**src/rtl/ct_lsu_spsram_512x7_arb.sv**
```systemverilog
// 512x7 single-port SRAM front end: zero-fills the array after reset or flush, then grants
// one read or write per cycle (writes first, reads promoted after STARVE_LIMIT denials).
module ct_lsu_spsram_512x7_arb #(
  parameter int STARVE_LIMIT = 3
) (
  input  logic       forever_cpuclk,
  input  logic       cpurst_b,
  input  logic       flush_req,
  input  logic       rd_req,
  input  logic [8:0] rd_idx,
  output logic       rd_grant,
  output logic       rd_data_vld,
  output logic [6:0] rd_data,
  input  logic       wr_req,
  input  logic [8:0] wr_idx,
  input  logic [6:0] wr_data,
  input  logic [6:0] wr_mask,
  output logic       wr_grant,
  output logic       init_done,
  output logic [8:0] sram_a,
  output logic       sram_cen,
  output logic       sram_gwen,
  output logic [6:0] sram_wen,
  output logic [6:0] sram_d,
  input  logic [6:0] sram_q
);

  typedef enum logic {ST_INIT = 1'b0, ST_RUN = 1'b1} state_t;

  localparam logic [1:0] LP_STARVE = 2'(STARVE_LIMIT);

  state_t     r_state;
  state_t     w_state_nxt;
  logic [8:0] r_init_cnt;
  logic [1:0] r_starve_cnt;
  logic       r_init_done;
  logic       r_rd_data_vld;
  logic       w_rd_pri;

  always_ff @(posedge forever_cpuclk or negedge cpurst_b) begin
    if (!cpurst_b) r_state <= ST_INIT;
    else           r_state <= w_state_nxt;
  end

  // A flush arriving on the last init cycle restarts the fill rather than leaving INIT.
  always_comb begin
    w_state_nxt = r_state;
    case (r_state)
      ST_INIT: if (!flush_req && r_init_cnt == 9'd511) w_state_nxt = ST_RUN;
      ST_RUN:  if (flush_req) w_state_nxt = ST_INIT;
    endcase
  end

  always_ff @(posedge forever_cpuclk or negedge cpurst_b) begin
    if (!cpurst_b) begin
      r_init_cnt    <= '0;
      r_starve_cnt  <= '0;
      r_init_done   <= 1'b0;
      r_rd_data_vld <= 1'b0;
    end else begin
      r_init_done   <= (w_state_nxt == ST_RUN);
      r_rd_data_vld <= rd_grant;
      if (r_state == ST_INIT && !flush_req) r_init_cnt <= r_init_cnt + 9'd1;
      else                                  r_init_cnt <= '0;
      if (r_state == ST_INIT || rd_grant)
        r_starve_cnt <= '0;
      else if (rd_req && r_starve_cnt != LP_STARVE)
        r_starve_cnt <= r_starve_cnt + 2'd1;
    end
  end

  assign w_rd_pri = (r_starve_cnt == LP_STARVE);

  always_comb begin
    rd_grant  = 1'b0;
    wr_grant  = 1'b0;
    sram_cen  = 1'b1;
    sram_gwen = 1'b1;
    sram_wen  = 7'h7f;
    sram_a    = '0;
    sram_d    = '0;
    case (r_state)
      ST_INIT: begin
        sram_cen  = 1'b0;
        sram_gwen = 1'b0;
        sram_wen  = 7'h00;
        sram_a    = r_init_cnt;
      end
      ST_RUN: begin
        rd_grant = rd_req & (w_rd_pri | ~wr_req);
        wr_grant = wr_req & ~rd_grant;
        if (rd_grant) begin
          sram_cen = 1'b0;
          sram_a   = rd_idx;
        end else if (wr_grant) begin
          sram_cen  = 1'b0;
          sram_gwen = 1'b0;
          sram_wen  = ~wr_mask;
          sram_a    = wr_idx;
          sram_d    = wr_data;
        end
      end
    endcase
  end

  assign init_done   = r_init_done;
  assign rd_data_vld = r_rd_data_vld;
  assign rd_data     = r_rd_data_vld ? sram_q : 7'h00;

endmodule
```
**config.mk**
```make
export PLATFORM = sky130hd
export DESIGN_NAME = ct_lsu_spsram_512x7_arb
export DESIGN_NICKNAME = d
export VERILOG_FILES = /design/src/rtl/ct_lsu_spsram_512x7_arb.sv
export SDC_FILE = /design/constraint.sdc
export NUM_CORES = 1
export LEC_CHECK = 0
export BUFFER_PORTS_ARGS = -buffer_cell sky130_fd_sc_hd__buf_2
export CORE_ASPECT_RATIO = 0.7
export CORE_MARGIN = 1
export CORE_UTILIZATION = 34
export CTS_CLUSTER_SIZE = 20
export DETAILED_ROUTE_END_ITERATION = 8
export HOLD_SLACK_MARGIN = 0.08
export PLACE_DENSITY = 0.77
export RECOVER_POWER = 50
export SYNTH_ARGS = -nofsm -noshare
export SYNTH_HDL_FRONTEND = slang
export SYNTH_SLANG_ARGS = --single-unit
```
**constraint.sdc**
```tcl
create_clock -name forever_cpuclk -period 1.7 [get_ports forever_cpuclk]
set_input_delay 0.34 -clock forever_cpuclk [delete_from_list [all_inputs] [get_ports forever_cpuclk]]
set_output_delay 0.34 -clock forever_cpuclk [all_outputs]
set_load 0.005 [all_outputs]
```
==> impl_metrics.yaml, run 1 <==
run_status:
  status: "finished, violations left"
  violations: "negative setup slack"
sta:
  fmax_mhz: 528
  finalCritPeriodShare: 1.12
  hold_slack_ns: 0.266
  setup_ws_ns: -0.196
  grt_setup_unrepaired: "yes"
  tightest_slew_ns: 0.720
  hold_viol_final: 0
  final.min_clock_period_ns: 1.90
  setup_viol: 25
  skew_ns: 0.00591
  tns_ns: -3.47
  slew_headroom: 0.520
  drv_slew: 0
placed_design:
  dp_hpwl_um: 2160
  io_buffers: 79
  place_inst: 214
  globalplace.congestion: 0.716
  place_area_um2: 1330
layout:
  final_cell_area_um2: 1600
  nets: 242
  synthToLayoutAreaGrowth_pct: 74.6
  final_common_cell: "buf_2"
  layout_common_cells: "buf_2, dfrtp_1, buf_6"
  layout-drive-gt1-share: 0.588
  diodes: 0
  final_cell_count_no_fill: 228
synthesis:
  synth_cell_types: 26
  synth_edf_count: 0
  synth-simple-area-share: 0.322
  synth_area_um2: 916
  synth_area_per_cell_um2: 8.72
  synthFlopType: "dfrtp_1"
  synth-seq-cells: 13
  synth_fa_ha_area_frac: 0.0410
  synth_top_family_by_area: "simple AND/OR/NAND/NOR gates"
  async_flop_share: 1.00
  synth-seq-area-share: 0.355
  synth_mux_area_frac: 0.0109
  synth_compound_area_frac: 0.193
  synth_fp_nets: 152
  synth-xor-area-share: 0.0287
  yosys_warnings: 0
  synthCells: 105
power:
  vdd_drop_max_mv: 0.525
  power_uw: 698
  powerDensity_nw_per_um2: 437
  p_leak_uw: 0.000872
floorplanning:
  pin_count: 80
  dieWidth_um: 64.0
  chipHeight_um: 45.4
  fp.dieArea_um2: 2910
  start_util: 0.364
  num_rows: 15
  core_area_um2: 2510
grt:
  grt_pass1_wl_um: 4460
  grt_pass1_vias: 994
  track_usage: 0.203
  antenna_found_initial: 0
  globalRoute.totalOverflow: 0
  grt_max_degree: 14
clocking:
  insertion_delay_ns: 0.24
  cts_root_buf: "clkbuf_8"
  htreeDepth: 1
  path_clk_slew_ns: 0.06
  cts_tree: "yes"
  cts.path.max_buffers: 2
  clock-sinks: 13
  cts_buffers: 3
routing:
  viasPerCell: 5.06
  post_drt_wl_per_cell_um: 14.3
  dr.pass1.iters: 4
  drtIter0Drc: 61
  drc: 0
  via_count: 1153
  drt-total-wl_um: 3270
  antenna_left: 0
critical_path:
  worstSetupPathType: "reg2out"
  timing.reg2reg.setup_slack_ns: 0.41
  cp.required_ns: 1.36
  cp-start-kind: "flop"
  path_max_fanout: 6
  crit_path_end_kind: "primary output"
  crit_arrival_ns: 1.56
run:
  maxCapViolCount: 0
worst_hold_path:
  worstHoldPathType: "in2reg"
## stage by stage
| step | worst slack [ns] | utilization |
|---|---|---|
| CTS | -0.163 | 0.594 |
| global placement | 0.0280 | 0.528 |
| detailed placement | -0.0850 | 0.528 |
| finish | -0.196 | 0.636 |
| global route | -0.234 | 0.636 |
| floorplan | 0.00823 | - |
## routing by layer
layer / track usage / vias to the layer above / part of all wire / routed length, µm
li1: - / 554 / - / -
met1: 0.225 / 547 / 0.38 / 1260
met2: 0.389 / 48 / 0.55 / 1800
met3: 0.0550 / 4 / 0.057 / 187
met4: 0.0591 / 0 / 0.0076 / 25
met5: 0 / - / 0 / 0
## cell type report
type	instances	area (µm²)
Sequential cell	13	327
Tap cell	34	42.5
Fill cell	203	916
Inverter	3	15.0
Clock buffer	4	45.0
Multi-Input combinational cell	86	646
Timing Repair Buffer	88	524
## sequential cells by signal, indices dropped and copies added (netlist names)
name          cells
r_starve_cnt      2
init_done         1
rd_data_vld       1
r_init_cnt        9
## cell usage after synthesis (2+ instances only)
| master | count | area share |
|---|---|---|
| and2_1 | 16 | 0.11 |
| dfrtp_1 | 13 | 0.36 |
| o21ai_0 | 10 | 0.055 |
| a221o_1 | 9 | 0.098 |
| nor2_1 | 9 | 0.037 |
| nor2b_1 | 9 | 0.061 |
| a21oi_1 | 4 | 0.022 |
| nand3_1 | 4 | 0.022 |
| clkbuf_1 | 3 | 0.012 |
| ha_1 | 3 | 0.041 |
| inv_1 | 3 | 0.012 |
| nand2_1 | 3 | 0.012 |
| or3_1 | 3 | 0.020 |
| buf_6 | 2 | 0.025 |
| nand4_1 | 2 | 0.014 |
| xor2_1 | 2 | 0.019 |
## critical path, stage by stage (launching register included)
cell     delay [ns]
dfrtp_1        0.41
ha_4           0.19
nand2_4        0.05
and3_4         0.21
a221o_1        0.32
buf_2          0.13
## final timing paths
path | start | end | cells after the start
max | r_starve_cnt[1]$_DFFE_PN0P_ | sram_a[7] | 5
min | flush_req | init_done$_DFF_PN0_ | 2
max reg2reg | r_init_cnt[0]$_DFF_PN0_ | r_init_cnt[8]$_DFF_PN0_ | 5
min reg2reg | r_init_cnt[0]$_DFF_PN0_ | r_init_cnt[0]$_DFF_PN0_ | 1
max in group asynchronous | cpurst_b | init_done$_DFF_PN0_ | 2
min in group asynchronous | cpurst_b | r_init_cnt[7]$_DFF_PN0_ | 2
## timing repair
item                                    in CTS  in global routing
endpoints found under the hold margin       13                  0
hold buffers                                 1                  0
gates cloned                                 1                  1
setup buffers                                4                  3
pin swaps                                   20                  2
endpoints found under the setup margin      26                 26
resized for setup                           23                 18
## logic make-up (layout without fill, tap and decap cells)
family,Yosys count,count (layout)
xor+xnor,3,3
compound gates,25,26
buf+inv,8,95
fa+ha+maj,3,3
mux,1,1
simple gates,52,53
flops,13,13
## report_power, final
group / switching [µW] / internal [µW] / total, µW / leakage (µW)
Combinational: 43.6 / 54.9 / 98.6 / 0.000672
Clock: 112 / 165 / 277 / 0.0000228
Sequential: 6.76 / 316 / 322 / 0.000177
Total: 162 / 536 / 698 / 0.000872
Note: power is estimated with default switching activity, not from simulation.
==> inputs of run 2 (changes only) <==
MAX_ROUTING_LAYER = met4   (was default)
==> run 2 against run 1 <==
Against the previous run:
- the flow still finishes with violations (negative setup slack)
- design area is the same
- sequential power is essentially flat
- first-iteration DRC count shrank 1.6%
- combinational power is essentially flat
- sequential share of layout area is the same
- critical endpoint unchanged
- non-clock buffer count is the same
- total power shrank 0.11%
- clock skew is essentially flat
- die area is the same
- count of clock-buffer cells in the layout is the same
==> impl_metrics.yaml, run 2 (same netlist as run 1, synthesis figures left out) <==
critical_path:
  cp_cell_sequence: "ha_4 -> nand2_4 -> and3_4 -> a221o_1 -> buf_2"
  cpMaxStageDelayCell: "dfrtp_1"
  cp.required_ns: 1.36
  critPathLaunch: "r_starve_cnt[1]$_DFFE_PN0P_"
  cp-start-kind: "flop"
  crit_path_end_kind: "primary output"
  worstSetupPathType: "reg2out"
  slowest_delay_ns: 0.41
  crit_arrival_ns: 1.56
  path_max_fanout: 6
  r2r-start: "r_init_cnt[0]$_DFF_PN0_"
layout:
  final_common_cell: "buf_2"
  post-route-util: 0.636
  synthToLayoutAreaGrowth_pct: 74.6
  nets: 242
  layout_common_cells: "buf_2, dfrtp_1, buf_6"
  diodes: 0
  largest_reg_flops: 9
  layout-drive-gt1-share: 0.588
  regMostFlops: "r_init_cnt"
  top_regs: "r_init_cnt: 9 flops, r_starve_cnt: 2 flops"
  final_cell_area_um2: 1600
worst_hold_path:
  hp-start: "flush_req"
  worstHoldPathType: "in2reg"
placed_design:
  place_area_um2: 1330
  io_buffers: 79
  globalplace.congestion: 0.725
  dp_slack_ns: -0.0850
  dp_hpwl_um: 2160
routing:
  drtIter0Drc: 60
  antenna_left: 0
  drc: 0
  via_count: 1155
  dr.pass1.iters: 4
  viasPerCell: 5.07
  drt-total-wl_um: 3250
  post_drt_wl_per_cell_um: 14.3
floorplanning:
  dieWidth_um: 64.0
  pin_count: 80
  fp.dieArea_um2: 2910
  core_area_um2: 2510
  start_util: 0.364
  num_rows: 15
  chipHeight_um: 45.4
grt:
  grt_pass1_wl_um: 4460
  globalRoute.totalOverflow: 0
  grt_pass1_vias: 993
  track_usage: 0.209
  antenna_found_initial: 0
  grt_max_degree: 14
power:
  combPwrFrac: 0.141
  p_seq_frac: 0.462
  p_leak_uw: 0.000872
  switching_power_uw: 162
  clockPowerShare: 0.397
  p_sw_frac: 0.232
  vdd_drop_max_mv: 0.525
  intPower_uw: 536
  powerDensity_nw_per_um2: 436
clocking:
  cts_buffers: 3
  cts_root_buf: "clkbuf_8"
  path_clk_slew_ns: 0.06
  htreeDepth: 1
  insertion_delay_ns: 0.24
  cts.path.max_buffers: 2
  clock-sinks: 13
  cts_tree: "yes"
sta:
  final.min_clock_period_ns: 1.90
  drv_slew: 0
  grt_setup_unrepaired: "yes"
  hold_slack_ns: 0.266
  skew_ns: 0.00559
  hold_viol_final: 0
  finalCritPeriodShare: 1.12
  setup_viol: 25
  tightest_slew_ns: 0.722
  slew_headroom: 0.519
  fmax_mhz: 527
  setup_ws_ns: -0.196
run:
  maxCapViolCount: 0
run_status:
  status: "finished, violations left"
  violations: "negative setup slack"
-- run 2: cell counts in the layout (fill, tap and decap cells not counted) --
Identical to the previous run, type by type.
-- run 2: cell type report --
type | instances | area (µm²)
Multi-Input combinational cell | 86 | 646
Tap cell | 34 | 42.5
Fill cell | 203 | 916
Timing Repair Buffer | 88 | 524
Inverter | 3 | 15.0
Sequential cell | 13 | 327
Clock buffer | 4 | 45.0
-- run 2: stage by stage --
stage	total power (µW)	TNS, ns	cells
floorplan	352	0	105
global placement	415	0	214
detailed placement	419	-0.625	214
CTS	699	-2.32	224
global route	735	-4.36	228
finish	698	-3.47	228
-- run 2: power groups by stage --
stage               sequential, µW  clock [µW]  combinational, µW
floorplan                      326           0               25.7
global placement               328           0               87.9
detailed placement             328           0               91.4
CTS                            322         281               96.0
global route                   323         302                110
finish                         322         277               98.5
-- run 2: per-layer routing --
metal  global-route usage  routed length [µm]  vias to the layer above
li1                     -                   -                      554
met1                0.225                1240                      549
met2                0.389                1790                       48
met3               0.0550                 179                        4
met4               0.0591                  38                        0
met5                    -                   0                        -
-- run 2: worst max-delay path: cells and delay by family (launching register included) --
| family | cells | cell delay (ns) |
|---|---|---|
| AOI/OAI and AO/OA | 1 | 0.32 |
| DFF | 1 | 0.41 |
| and+or+nand+nor | 2 | 0.26 |
| adders and majority gates | 1 | 0.19 |
| buffers and inverters | 1 | 0.13 |
-- run 2: worst paths after layout --
| kind | end | slack [ns] | depth (start not counted) |
|---|---|---|---|
| setup / recovery | sram_a[7] | -0.20 | 5 |
| hold / removal | init_done$_DFF_PN0_ | 0.27 | 2 |
| setup reg to reg | r_init_cnt[8]$_DFF_PN0_ | 0.40 | 5 |
| hold reg to reg | r_init_cnt[0]$_DFF_PN0_ | 0.48 | 1 |
| max in group asynchronous | init_done$_DFF_PN0_ | 0.54 | 2 |
| min in group asynchronous | r_init_cnt[7]$_DFF_PN0_ | 0.66 | 2 |
-- run 2: timing repair --
action	4_1_cts	5_1_grt
cloned	1	1
hold buffers	1	0
gates resized for setup	23	18
setup endpoints to repair	26	26
buffers inserted	4	3
pin swaps	20	2
endpoints found under the hold margin	13	0
==> inputs of run 3 (changes only) <==
PLACE_DENSITY = 0.73   (was 0.77)
==> run 3 against run 2 <==
Against the previous run:
- the flow still finishes with violations (negative setup slack)
- clock power is essentially flat
- final cell count grew 1.3%
- setup slack improved by 0.026 ns
- sequential cell count did not move
- clock skew down 0.0029 ns
- combinational power decreased by 0.7%
- total power increased by 0.36%
- sequential power barely moved
- fmax up 1.4%
- largest cell class unchanged
==> impl_metrics.yaml, run 3 (same netlist as run 1, synthesis figures left out) <==
layout:
  final_common_cell: "buf_2"
  top_regs: "r_init_cnt: 9 flops, r_starve_cnt: 2 flops"
  largest_reg_flops: 9
  nets: 245
  diodes: 0
  synthToLayoutAreaGrowth_pct: 75.1
  post-route-util: 0.638
  final_cell_count_no_fill: 231
  regMostFlops: "r_init_cnt"
  layout-drive-gt1-share: 0.574
  layout_common_cells: "buf_2, dfrtp_1, buf_6"
critical_path:
  cp.required_ns: 1.36
  crit_path_end_kind: "primary output"
  cp-start-kind: "flop"
  worstSetupPathType: "reg2out"
  crit_arrival_ns: 1.53
  path_max_fanout: 6
floorplanning:
  fp.dieArea_um2: 2910
  chipHeight_um: 45.4
  pin_count: 80
  start_util: 0.364
  core_area_um2: 2510
  dieWidth_um: 64.0
  num_rows: 15
sta:
  skew_ns: 0.00267
  finalCritPeriodShare: 1.10
  drv_slew: 0
  grt_setup_unrepaired: "yes"
  hold_slack_ns: 0.269
  setup_viol: 24
  tightest_slew_ns: 0.718
  setup_ws_ns: -0.171
  tns_ns: -2.45
  slew_headroom: 0.522
  fmax_mhz: 535
  final.min_clock_period_ns: 1.87
  hold_viol_final: 0
routing:
  via_count: 1148
  drt-total-wl_um: 3060
  drtIter0Drc: 42
  viasPerCell: 4.97
  antenna_left: 0
  post_drt_wl_per_cell_um: 13.2
  drc: 0
  dr.pass1.iters: 4
clocking:
  cts_root_buf: "clkbuf_8"
  cts.path.max_buffers: 2
  htreeDepth: 1
  cts_buffers: 3
  insertion_delay_ns: 0.25
  path_clk_slew_ns: 0.06
  clock-sinks: 13
  cts_tree: "yes"
placed_design:
  io_buffers: 79
  place_inst: 214
  globalplace.congestion: 0.792
  dp_hpwl_um: 2180
grt:
  grt_pass1_wl_um: 4380
  grt_max_degree: 14
  antenna_found_initial: 0
  globalRoute.totalOverflow: 0
  grt_pass1_vias: 1034
  track_usage: 0.207
power:
  vdd_drop_max_mv: 0.318
  powerDensity_nw_per_um2: 436
  p_leak_uw: 0.000885
worst_hold_path:
  worstHoldPathType: "in2reg"
run_status:
  status: "finished, violations left"
  violations: "negative setup slack"
run:
  maxCapViolCount: 0
==> run 3: cell count changes in the layout (fill, tap and decap cells not counted), sizes merged <==
cell,delta
buf,+4
a21oi,-1
==> run 3: worst paths after layout <==
check / from / end / slack (ns) / depth (start not counted)
min in group asynchronous: cpurst_b / r_starve_cnt[0]$_DFFE_PN0P_ / 0.66 / 2
max in group asynchronous: cpurst_b / init_done$_DFF_PN0_ / 0.54 / 2
min: flush_req / init_done$_DFF_PN0_ / 0.27 / 2
max: r_starve_cnt[0]$_DFFE_PN0P_ / sram_a[6] / -0.17 / 5
min reg2reg: r_init_cnt[0]$_DFF_PN0_ / r_init_cnt[0]$_DFF_PN0_ / 0.51 / 1
max reg2reg: r_init_cnt[0]$_DFF_PN0_ / r_init_cnt[8]$_DFF_PN0_ / 0.32 / 5
==> run 3: metrics by stage <==
step / instance area (µm²) / setup WS (ns) / power (µW)
after floorplan: 916 / 0.00823 / 352
after global placement: 1330 / 0.0283 / 419
after detailed placement: 1330 / -0.0172 / 421
after CTS: 1480 / -0.161 / 706
after global routing: 1600 / -0.219 / 741
final: 1600 / -0.171 / 700
==> run 3: per-layer routing <==
| metal | vias to the layer above | global-route usage | share of wire |
|---|---|---|---|
| met5 | - | - | 0 |
| met4 | 0 | 0.0545 | 0.023 |
| met3 | 8 | 0.0650 | 0.064 |
| met2 | 54 | 0.379 | 0.49 |
| met1 | 528 | 0.222 | 0.43 |
| li1 | 558 | - | - |
==> run 3: cell type report <==
class / instances / area, µm²
Tap cell: 34 / 42.5
Multi-Input combinational cell: 85 / 619
Fill cell: 197 / 911
Sequential cell: 13 / 327
Inverter: 3 / 15.0
Clock buffer: 4 / 45.0
Timing Repair Buffer: 92 / 556
==> run 3: power by group <==
group          switching, µW  internal [µW]
Sequential              7.60            316
Combinational           43.2           54.7
Clock                    113            166
Total                    164            536
==> run 3: critical path: stages (launching register included) <==
cell and delay, ns:
dfrtp_1 0.39, ha_4 0.17, nand2_4 0.06, and3_4 0.20, a221o_1 0.32, buf_2 0.13
==> run 3: repair_timing <==
| action | 4_1_cts | 5_1_grt |
|---|---|---|
| endpoints found under the hold margin | 13 | 0 |
| buffers inserted | 5 | 6 |
| gates cloned | 1 | 0 |
| endpoints found under the setup margin | 25 | 26 |
| gates resized for setup | 20 | 17 |
| pin swaps | 19 | 3 |
| hold buffers | 1 | 0 |
